==> config.mk <==
export PLATFORM = sky130hd
export DESIGN_NAME = kb_frame_rx
export DESIGN_NICKNAME = d
export VERILOG_FILES = /design/src/rtl/kb_pkg.sv /design/src/rtl/kb_edge_detect.sv /design/src/rtl/kb_frame_rx.sv
export SDC_FILE = /design/constraint.sdc
export NUM_CORES = 1
export LEC_CHECK = 0
export CORE_MARGIN = 2
export CORE_UTILIZATION = 51
export DETAILED_ROUTE_END_ITERATION = 8
export PLACE_DENSITY = 0.74
export RECOVER_POWER = 100
export SLEW_MARGIN = 20
export SYNTH_ARGS = -nofsm -noshare
export SYNTH_HDL_FRONTEND = slang
export SYNTH_SLANG_ARGS = --single-unit
==> constraint.sdc <==
create_clock -name clk -period 1.7 [get_ports clk]
set_clock_uncertainty 0.1 [all_clocks]
set_input_delay 0.34 -clock clk [delete_from_list [all_inputs] [get_ports clk]]
set_output_delay 0.34 -clock clk [all_outputs]
set_load 0.02 [all_outputs]
==> src/rtl/kb_pkg.sv <==
// +-----------------------------------------------------------------+
// | kb_pkg : shared FSM states and frame constants for kb_frame_rx  |
// | Rev 1.0                                                         |
// +-----------------------------------------------------------------+
`default_nettype none

package kb_pkg;

   typedef enum logic [1:0] {
      IDLE  = 2'd0,
      RECV  = 2'd1,
      CHECK = 2'd2
   } kb_state_t;

   // start + 8 data + parity + stop
   localparam int FRAME_LEN       = 11;
   localparam int TIMEOUT_DEFAULT = 100000;

   function automatic logic odd_parity_ok(input logic [8:0] data_and_parity);
      return ^data_and_parity;
   endfunction

endpackage

`default_nettype wire

==> src/rtl/kb_edge_detect.sv <==
// +-----------------------------------------------------------------+
// | kb_edge_detect : single-cycle pulse on a 1->0 transition of sig |
// | Rev 1.0                                                         |
// +-----------------------------------------------------------------+
`default_nettype none

module kb_edge_detect (
   input  logic clk,
   input  logic rst,
   input  logic sig,
   output logic fall_pulse
);

   logic sig_prev;

   // Reset to 1 so a line that idles high never yields a spurious edge.
   always_ff @(posedge clk) begin
      if (rst) begin
         sig_prev <= 1'b1;
      end else begin
         sig_prev <= sig;
      end
   end

   assign fall_pulse = sig_prev & ~sig;

endmodule

`default_nettype wire

==> src/rtl/kb_frame_rx.sv <==
// +-----------------------------------------------------------------+
// | kb_frame_rx : PS/2 keyboard frame receiver with parity, stop    |
// |               and inter-edge timeout checking                   |
// | Rev 1.0                                                         |
// +-----------------------------------------------------------------+
`default_nettype none

module kb_frame_rx
   import kb_pkg::*;
#(
   parameter int TIMEOUT_CYCLES = TIMEOUT_DEFAULT
) (
   input  logic       clk,
   input  logic       rst,
   input  logic       kb_clk_sync,
   input  logic       kb_data_sync,
   output logic [7:0] scan_code,
   output logic       scan_valid,
   output logic       parity_err,
   output logic       frame_err,
   output logic       busy
);

   localparam int SHIFT_BITS = FRAME_LEN - 1;
   localparam int TO_W       = (TIMEOUT_CYCLES > 1) ? $clog2(TIMEOUT_CYCLES) : 1;
   localparam logic [TO_W-1:0] TO_LAST  = TO_W'(TIMEOUT_CYCLES - 1);
   localparam logic [3:0]      LAST_BIT = 4'(SHIFT_BITS - 1);

   kb_state_t                 state;
   kb_state_t                 next_state;
   logic                      fall;
   logic [SHIFT_BITS-1:0]     shreg;
   logic [3:0]                bit_cnt;
   logic [TO_W-1:0]           to_cnt;
   logic                      start_frame;
   logic                      shift_en;
   logic                      timeout_hit;

   kb_edge_detect u_edge (
      .clk        (clk),
      .rst        (rst),
      .sig        (kb_clk_sync),
      .fall_pulse (fall)
   );

   always_ff @(posedge clk) begin
      if (rst) begin
         state <= IDLE;
      end else begin
         state <= next_state;
      end
   end

   always_comb begin
      next_state  = state;
      start_frame = 1'b0;
      shift_en    = 1'b0;
      timeout_hit = 1'b0;
      case (state)
         IDLE: begin
            if (fall && !kb_data_sync) begin
               next_state  = RECV;
               start_frame = 1'b1;
            end
         end
         RECV: begin
            // An edge wins over a simultaneous timeout expiry.
            if (fall) begin
               shift_en = 1'b1;
               if (bit_cnt == LAST_BIT) begin
                  next_state = CHECK;
               end
            end else if (to_cnt == TO_LAST) begin
               timeout_hit = 1'b1;
               next_state  = IDLE;
            end
         end
         CHECK: begin
            next_state = IDLE;
         end
         default: begin
            next_state = IDLE;
         end
      endcase
   end

   always_ff @(posedge clk) begin
      if (rst) begin
         shreg      <= '0;
         bit_cnt    <= '0;
         to_cnt     <= '0;
         scan_code  <= 8'h00;
         scan_valid <= 1'b0;
         parity_err <= 1'b0;
         frame_err  <= 1'b0;
      end else begin
         scan_valid <= 1'b0;
         parity_err <= 1'b0;
         frame_err  <= 1'b0;

         if (start_frame) begin
            bit_cnt <= '0;
            to_cnt  <= '0;
         end else if (shift_en) begin
            // LSB-first: after ten shifts shreg[7:0]=data, [8]=parity, [9]=stop.
            shreg   <= {kb_data_sync, shreg[SHIFT_BITS-1:1]};
            bit_cnt <= bit_cnt + 4'd1;
            to_cnt  <= '0;
         end else if (timeout_hit) begin
            to_cnt    <= '0;
            frame_err <= 1'b1;
         end else if (state == RECV) begin
            to_cnt <= to_cnt + TO_W'(1);
         end

         if (state == CHECK) begin
            if (!shreg[9]) begin
               frame_err <= 1'b1;
            end else if (!odd_parity_ok(shreg[8:0])) begin
               parity_err <= 1'b1;
            end else begin
               scan_valid <= 1'b1;
               scan_code  <= shreg[7:0];
            end
         end
      end
   end

   assign busy = (state != IDLE);

endmodule

`default_nettype wire

; Word level (Yosys, flattened, before mapping)
; Index checks and enable logic that the tools add are counted.
[word_totals]
register_bits = 45
inputBits = 4
output_inout_bits = 12
wordCells = 53
[classes]
n_addsub = 2
n_eq_ne = 7
mux = 19
bitwise = 5
reduce_logical = 11
[op_table]
columns = cell, n
row1 = adder 17 x 1 -> 17 bit (second input constant), 1
row2 = == test 17 bit (second input constant), 1
row3 = 2-to-1 mux 1 bit, 14
row4 = parity 9 bit, 1
row5 = 2-to-1 mux 2 bit, 4
row6 = inequality test 3 bit (second input constant), 2
row7 = AND reduction 3 bit, 2
row8 = adder 4 x 1 -> 4 bit (second input constant), 1
row9 = == test 4 bit (second input constant), 1
row10 = inverter 1 bit, 4
row11 = one-hot mux 2 bit (2 select lines), 1
row12 = OR reduction 4 bit, 1
row13 = OR reduction 3 bit, 1
row14 = == test 2 x 1 -> 1 bit (second input constant), 1
row15 = == test 2 bit (second input constant), 1
row16 = logical NOT 2 bit, 1
row17 = inequality test 2 bit (second input constant), 1
row18 = AND reduction 2 bit, 1
row19 = nonzero test 2 bit, 1
row20 = OR reduction 2 bit, 1
row21 = AND 1 bit, 1
row22 = logical AND 1 bit, 1
row23 = logical NOT 1 bit, 1

; Logic depth before layout (Yosys ltp)
; Gate-level depths: netlist of the first run.
[logic_depth]
word_depth = 9
mapped_depth = 6
mapped_depth_nobuf = 5

; Modules after synthesis
; A second synthesis of the first run with hierarchy kept.
[hier_totals]
hier_cells = 234
hier_area_um2 = 2062.0
[by_module_without_submodules]
columns = mod, instances, cells_each, area_each_um2, seq_area_each_um2
row1 = kb_frame_rx, 1, 231, 2026.9, 880.8
row2 = kb_edge_detect, 1, 3, 35.0, 20.0

; Worst setup path after synthesis of the first run
; No wires, ideal clock.
[synth_path]
kind = register to register
startpoint = reg to_cnt[0]
endpoint = reg to_cnt[0]
setup_time_ns = 0.117
arrival_ns = 1.515
t_required_ns = 1.483
setup_slack_ns = -0.032
path_stages_with_launch = 7
n_path_buf = 1
period_less_slack_ns = 1.732
cell_sequence = dfxtp_1 > ha_1 > and4b_1 > nand4_1 > o21ai_1 > buf_2 > nor2_1
[synth_between]
elab_chain_cells = 5
elab_cells_between_ends = 6
cone_classes = add/sub: 1 / eq/ne: 1 / mux: 3 / reduce/logical: 1
[synth_rtl]
columns = item, line
row1 = from (decl), kb_frame_rx.sv:34  ; logic [TO_W-1:0] to_cnt;
row2 = from (signal assigned), kb_frame_rx.sv:113  ; to_cnt <= to_cnt + TO_W'(1);
row3 = == test 17 bit, kb_frame_rx.sv:73  ; end else if (to_cnt == TO_LAST) begin
row4 = 2-to-1 mux 1 bit, kb_frame_rx.sv:73
row5 = 2-to-1 mux 1 bit, kb_frame_rx.sv:68  ; if (fall) begin
row6 = 2-to-1 mux 1 bit, kb_frame_rx.sv:59  ; case (state)
row7 = OR reduction 4 bit (no source line), --
; Parallel ways exist; a longest one is shown, timed or not.
; A chain may end at the register's enable or synchronous reset.

; Worst setup path after layout of the first run
[layout_path]
startpoint = reg to_cnt[1]
endpoint = reg to_cnt[9]
; Same word-level chain as after synthesis.

==> qor.txt, run 1 <==
outcome - complete, but fails checks
failing checks - setup timing
WL/cell - 15.5 um
Cell variety after synth - 38
worst-margin pin slew - 0.309 ns
Clock Sinks - 45
Mapped Cells - 225
initial DRC count - 79
GR Util met2 - 36.5%
initial antenna violation count - 0
syn_nets - 232
DRC - 0
clock share of power - 36.6%
Arr. time, crit path - 1.86 ns
# H-tree levels - 2
clk buf depth - 2
Die ar. - 0.00452 sq mm
post-route setup TNS - -0.708 ns
crit share post-route - 104%
CP Class - flip-flop to flip-flop
RSZ-0062 raised after global routing - yes
vias - 1850
hold buffers post-CTS - 0
final design utilization - 75.3%
Pleak - 1.04 nW
Peak VDD IR - 646 uV
combinational share of power - 8.2%
r2r endpoint - to_cnt[9]
Most Used Layer, Global Route - met2
total global routing overflow - 0
final-layout fill cell count - 280
hold wc startpoint - scan_code[0]
Tmin final - 1.76 ns
Die Y - 67.2 um
met3 GRT Util - 6.83%
# nets final - 288
Area Overhead vs Synth - 38.3%
P_int - 1.47 mW
max-slew violation count - 0
share of layout cells above drive strength 1 - 30.1%
CTS tree - done
final setup violating endpoints - 21
Critical Path Start Type - flip-flop
Routed WL - 5110 um
fmax - 567 MHz
pin count of the biggest net entering global routing - 24
Clock Root Buffer - clkbuf_8
power density cells - 687 mW/mm^2
Clock transition at path regs - 0.09 ns
Initial Util - 54.4%
HP Class - flip-flop to flip-flop
Routed Antenna Nets - 0
Worst setup EP type - flip-flop
warnings from Yosys - 0
share of the synthesized area in the top cell type - 44.2%
global-route wire length before repair - 7370 um
commonest non-fill, non-tap cell in the layout - buf_4
Inserted Diodes - 0
met1 Use GR - 25.5%
R2R cell count - 7
GPL Wtd Cong - 0.811
DP HPWL - 3130 um
FP Rows - 22
vias per inst - 5.61
vias in the first global route - 1688
Max-Cap Viols - 0
Ports - 16
DRT Pass-1 Iters - 5
Total GRT Usage - 21.7%
cell depth of the worst min-delay path - 2
Synth Cell Area - 0.00204 sq mm
net switching power - 0.462 mW
Hold Vio Cnt, Final - 0
worst r2r src - to_cnt[1]
post-route setup slack - -0.0640 ns
CTS buffer count - 5
most frequent cells in the layout - 37 x buf_4, 36 x dfxtp_1, 26 x nand2_1, 17 x nand2b_1
top post-synthesis cells by area - dfxtp_1 44%, nand2b_1 5.2%, nand2_1 5.0%, xor2_1 4.7%, a21oi_1 4.7%
worst-path fanout max - 8
R2R Setup Slk - -0.06 ns
Max-Slew Margin vs Limit - 79.2%
sw frac - 23.9%
Critical Path RT - 1.80 ns
flops & latches, synth - 45
later-pin clock latency in the skew report - 0.31 ns
Seq pwr share - 55.2%
Syn Area/Cell - 9.05 sq um
Die W - 67.2 um
core box area - 0.00374 sq mm
Port Buffers - 15
sink of the worst hold path - scan_code[0]
Yosys top cell by area - dfxtp_1
Seq/Total Area, Yosys - 44.2%
[logic make-up after synthesis]
kind of cell / after synthesis / share of synthesized area (%)
and+or+nand+nor: 102 / 27.2
buffers and inverters: 13 / 2.83
AOI/OAI and AO/OA: 35 / 10.1
adders and majority gates: 3 / 1.84
DFF: 45 / 44.2
xor gates and xnor gates: 17 / 8.66
muxes: 10 / 5.16
[power by group through the flow]
stage | combinational [mW] | clock, mW | sequential, mW
finish | 0.158 | 0.709 | 1.07
detailed placement | 0.126 | 0 | 1.09
global route | 0.170 | 0.767 | 1.07
CTS | 0.125 | 0.720 | 1.07
global placement | 0.125 | 0 | 1.09
floorplan | 0.0627 | 0 | 1.09
[area by class of cell]
type,count,area (sq um),share of cell area [%]
clock buffer,6,82.6,2.93
inverter,4,15.0,0.533
sequential,45,912,32.4
tap,48,60.1,2.13
timing repair buffer,57,505,17.9
clock inverter,2,13.8,0.488
multi-input combinational,168,1230,43.6
[routing by layer]
| layer | vias to the layer above | share of wire [%] |
|---|---|---|
| met4 | 0 | 1.5 |
| li1 | 901 | - |
| met2 | 32 | 51 |
| met5 | - | 0 |
| met3 | 7 | 4.0 |
| met1 | 910 | 43 |
[how the worst max path moves through the flow]
stage / startpoint / slack [ns] / endpoint
final: to_cnt[1] / -0.06 / to_cnt[9]
after global routing: to_cnt[1] / -0.14 / to_cnt[9]
after CTS: shreg[0] / -0.0007 / scan_valid
after detailed placement: kb_clk_sync / -0.17 / bit_cnt[3]
after global placement: kb_clk_sync / -0.13 / state[1]
after floorplan: shreg[0] / 0.007 / scan_valid
[synth_stat cells (all sizes together)]
cell	count
xnor3	2
and4b	3
or2b	1
a31oi	1
a21o	1
o32a	1
clkbuf	7
buf	2
o21ai	6
and4	3
inv	4
or2	1
mux2i	9
a221oi	2
nand4	7
a21oi	19
or3	5
ha	3
nor2	17
dfxtp	45
o31ai	3
nor3b	1
nand2b	17
mux2	1
nand3b	2
nor4bb	2
a211o	1
nor3	2
nor2b	5
nand2	27
xor2	11
a211oi	1
nand3	5
nor4	1
or4	3
xnor2	4
[state kept, by name, summed over array words and instances (netlist names)]
register	cells
shreg	10
to_cnt	17
scan_code	8
frame_err	1
scan_valid	1
state	2
parity_err	1
u_edge.sig_prev	1
bit_cnt	4
[worst max-delay path, stage by stage (launching register included)]
cell       delay [ns]
dfxtp_2          0.36
ha_4             0.14
and4b_1          0.19
nand4_1          0.16
buf_4            0.19
o21ai_4          0.24
clkbuf_16        0.21
a21oi_1          0.05
[timing repair]
| action | 4_1_cts | 5_1_grt |
|---|---|---|
| gates cloned | 0 | 3 |
| resized for setup | 10 | 36 |
| setup endpoints to repair | 12 | 34 |
| pin swaps | 1 | 9 |
| endpoints found under the hold margin | 0 | 0 |
| buffers inserted | 2 | 0 |
[stage by stage]
stage,cell area (sq um),cells,setup WS [ns],hold slack [ns],power (mW)
3_5_place_dp,2540,317,-0.166,0.367,1.22
2_1_floorplan,2040,225,0.00742,0.347,1.15
6_report,2820,330,-0.0640,0.370,1.93
5_1_grt,2820,330,-0.140,0.396,2.01
4_1_cts,2650,327,-0.000745,0.377,1.91
3_3_place_gp,2540,317,-0.132,0.359,1.22
Note: power is estimated with default switching activity, not from simulation.
==> inputs of run 2 (changes only) <==
- CORE_ASPECT_RATIO: default -> 1.5
- CORE_MARGIN: 2 -> 1
==> run 2 against run 1 <==
Compared with the run above: the run still ends with setup timing left; critical path depth shrank 2; clock power shrank 4.9%; sequential share of layout area grew 1.7 points; final area shrank 4.9%; total power shrank 3.0%; clock-buffer cell count grew 1; via count shrank 4.4%.
==> qor.txt, run 2 (same netlist as run 1, synthesis figures left out) <==
Pleak - 0.989 nW (-4.9%)
Top Registers - to_cnt: 17 flops, shreg: 10 flops, scan_code: 8 flops
Peak VDD IR - 714 uV (+11%)
power density cells - 700 mW/mm^2 (+2.0%)
final-layout fill cell count - 306 (+9.3%)
Hold Vio Cnt, Final - 0 (unchanged)
wl on met1 - 1890 um (-14%)
GPL Wtd Cong - 0.849 (+4.7%)
WL/cell - 13.6 um (-12%)
Tmin final - 1.73 ns (-0.0380 ns)
Total GRT Usage - 22.6% (+0.89 points)
fmax - 579 MHz (+2.2%)
clock share of power - 35.9% (-0.7 points)
combinational share of power - 7.2% (-1.0 points)
worst-margin pin slew - 0.268 ns (-0.0412 ns)
post-route setup slack - -0.0259 ns (+0.0380 ns)
RSZ-0062 raised after global routing - yes
max-slew violation count - 0 (unchanged)
share of layout cells above drive strength 1 - 24.1% (-6.0 points)
Port Buffers - 15 (unchanged)
Inserted Diodes - 0 (unchanged)
Worst setup EP type - flip-flop
DRT Pass-1 Iters - 4 (-1)
worst-path fanout max - 3 (-5)
CP Class - flip-flop to flip-flop
commonest non-fill, non-tap cell in the layout - dfxtp_1
Ports - 16 (unchanged)
later-pin clock latency in the skew report - 0.30 ns (about the same)
clk buf depth - 2 (unchanged)
Routed WL - 4410 um (-14%)
failing checks - setup timing
Max-Slew Margin vs Limit - 81.9% (+2.7 points)
P_int - 1.45 mW (-1.3%)
Area Overhead vs Synth - 31.5%
hold_ws - 0.378 ns (+0.00823 ns)
max reg flops - 17 (unchanged)
vias in the first global route - 1679 (-0.53%)
Routed Antenna Nets - 0 (unchanged)
post-route setup TNS - -0.0312 ns (+0.677 ns)
# nets final - 289 (+0.35%)
Arr. time, crit path - 1.84 ns (-0.02 ns)
Critical Path RT - 1.82 ns (+0.02 ns)
global-route wire length before repair - 6980 um (-5.3%)
most frequent cells in the layout - 38 x dfxtp_1, 36 x buf_4, 26 x nand2_1, 18 x a21oi_1
# H-tree levels - 2 (unchanged)
Die ar. - 0.00426 sq mm (-5.8%)
net switching power - 0.422 mW (-8.7%)
met2 WL - 2330 um (-11%)
HP Class - flip-flop to flip-flop
vias - 1768 (-4.4%)
hold buffers post-CTS - 0 (unchanged)
initial DRC count - 35 (-56%)
initial antenna violation count - 0 (unchanged)
Design Power - 1.88 mW (-3.0%)
Most flops, register - to_cnt
pin count of the biggest net entering global routing - 18 (-25%)
sw frac - 22.5% (-1.4 points)
DP HPWL - 3070 um (-1.7%)
Clock Root Buffer - clkbuf_8
Clock transition at path regs - 0.09 ns (about the same)
Initial Util - 54.3% (-0.091 points)
Die W - 53.6 um (-20%)
FP Rows - 27 (+23%)
final setup violating endpoints - 2 (-90%)
Seq pwr share - 56.9% (+1.7 points)
CTS tree - done
CTS buffer count - 5 (unchanged)
DR WL met3 - 126 um (-38%)
top layer in use - met4
R2R Setup Slk - -0.03 ns (+0.04 ns)
core box area - 0.00375 sq mm (+0.17%)
final design utilization - 71.4% (-3.8 points)
vias per inst - 5.44 (-3.0%)
Critical Path Start Type - flip-flop
Clock Sinks - 45 (unchanged)
DRC - 0 (unchanged)
Die Y - 79.4 um (+18%)
Max-Cap Viols - 0 (unchanged)
outcome - complete, but fails checks
total global routing overflow - 0 (unchanged)
crit share post-route - 102% (-2.2 points)
[run 2: what timing repair did]
item	in CTS	in global routing
endpoints found under the setup margin	10	27
setup buffers	1	0
pin swaps	2	6
gates resized for setup	5	24
gates cloned	1	0
[run 2: metal layers]
metal | track usage [%] | up-vias
li1 | - | 902
met1 | 23.9 | 832
met2 | 39.4 | 28
met3 | 6.29 | 6
met4 | 10.8 | 0
met5 | 0 | -
[run 2: final cells by class]
cell class,count,area [sq um],area share (%)
Timing Repair Buffer,58,462,17.2
Tap cell,43,53.8,2.01
Inverter,4,15.0,0.560
Sequential cell,45,912,34.0
Clock buffer,7,86.3,3.22
Multi-Input combinational cell,168,1150,42.9
[run 2: stage by stage]
stage	worst slack, ns	instances	instance area [sq um]
after floorplan	0.00742	225	2040
after global placement	-0.165	316	2560
after detailed placement	-0.194	316	2560
after CTS	0.00152	325	2670
after global routing	-0.0950	325	2680
final	-0.0259	325	2680
[run 2: worst max-delay path: stages, from the launching register on]
cell and delay [ns]:
dfxtp_2 0.36, ha_4 0.15, and4b_1 0.21, nand4_1 0.23, a211o_1 0.38, a221oi_2 0.21
[run 2: path summary, 6_finish.rpt]
check / from / endpoint / cells after the start
worst max-delay path: to_cnt[0] / state[1] / 5
worst min-delay path: scan_code[1] / scan_code[1] / 2
worst min register to register: scan_code[1] / scan_code[1] / 2
worst max register to register: to_cnt[0] / state[1] / 5
[run 2: power groups by stage]
stage	Combinational (mW)	Clock [mW]	Sequential [mW]
after floorplan	0.0627	0	1.09
after global placement	0.134	0	1.09
after detailed placement	0.135	0	1.09
after CTS	0.134	0.688	1.07
after global routing	0.146	0.731	1.07
final	0.135	0.674	1.07
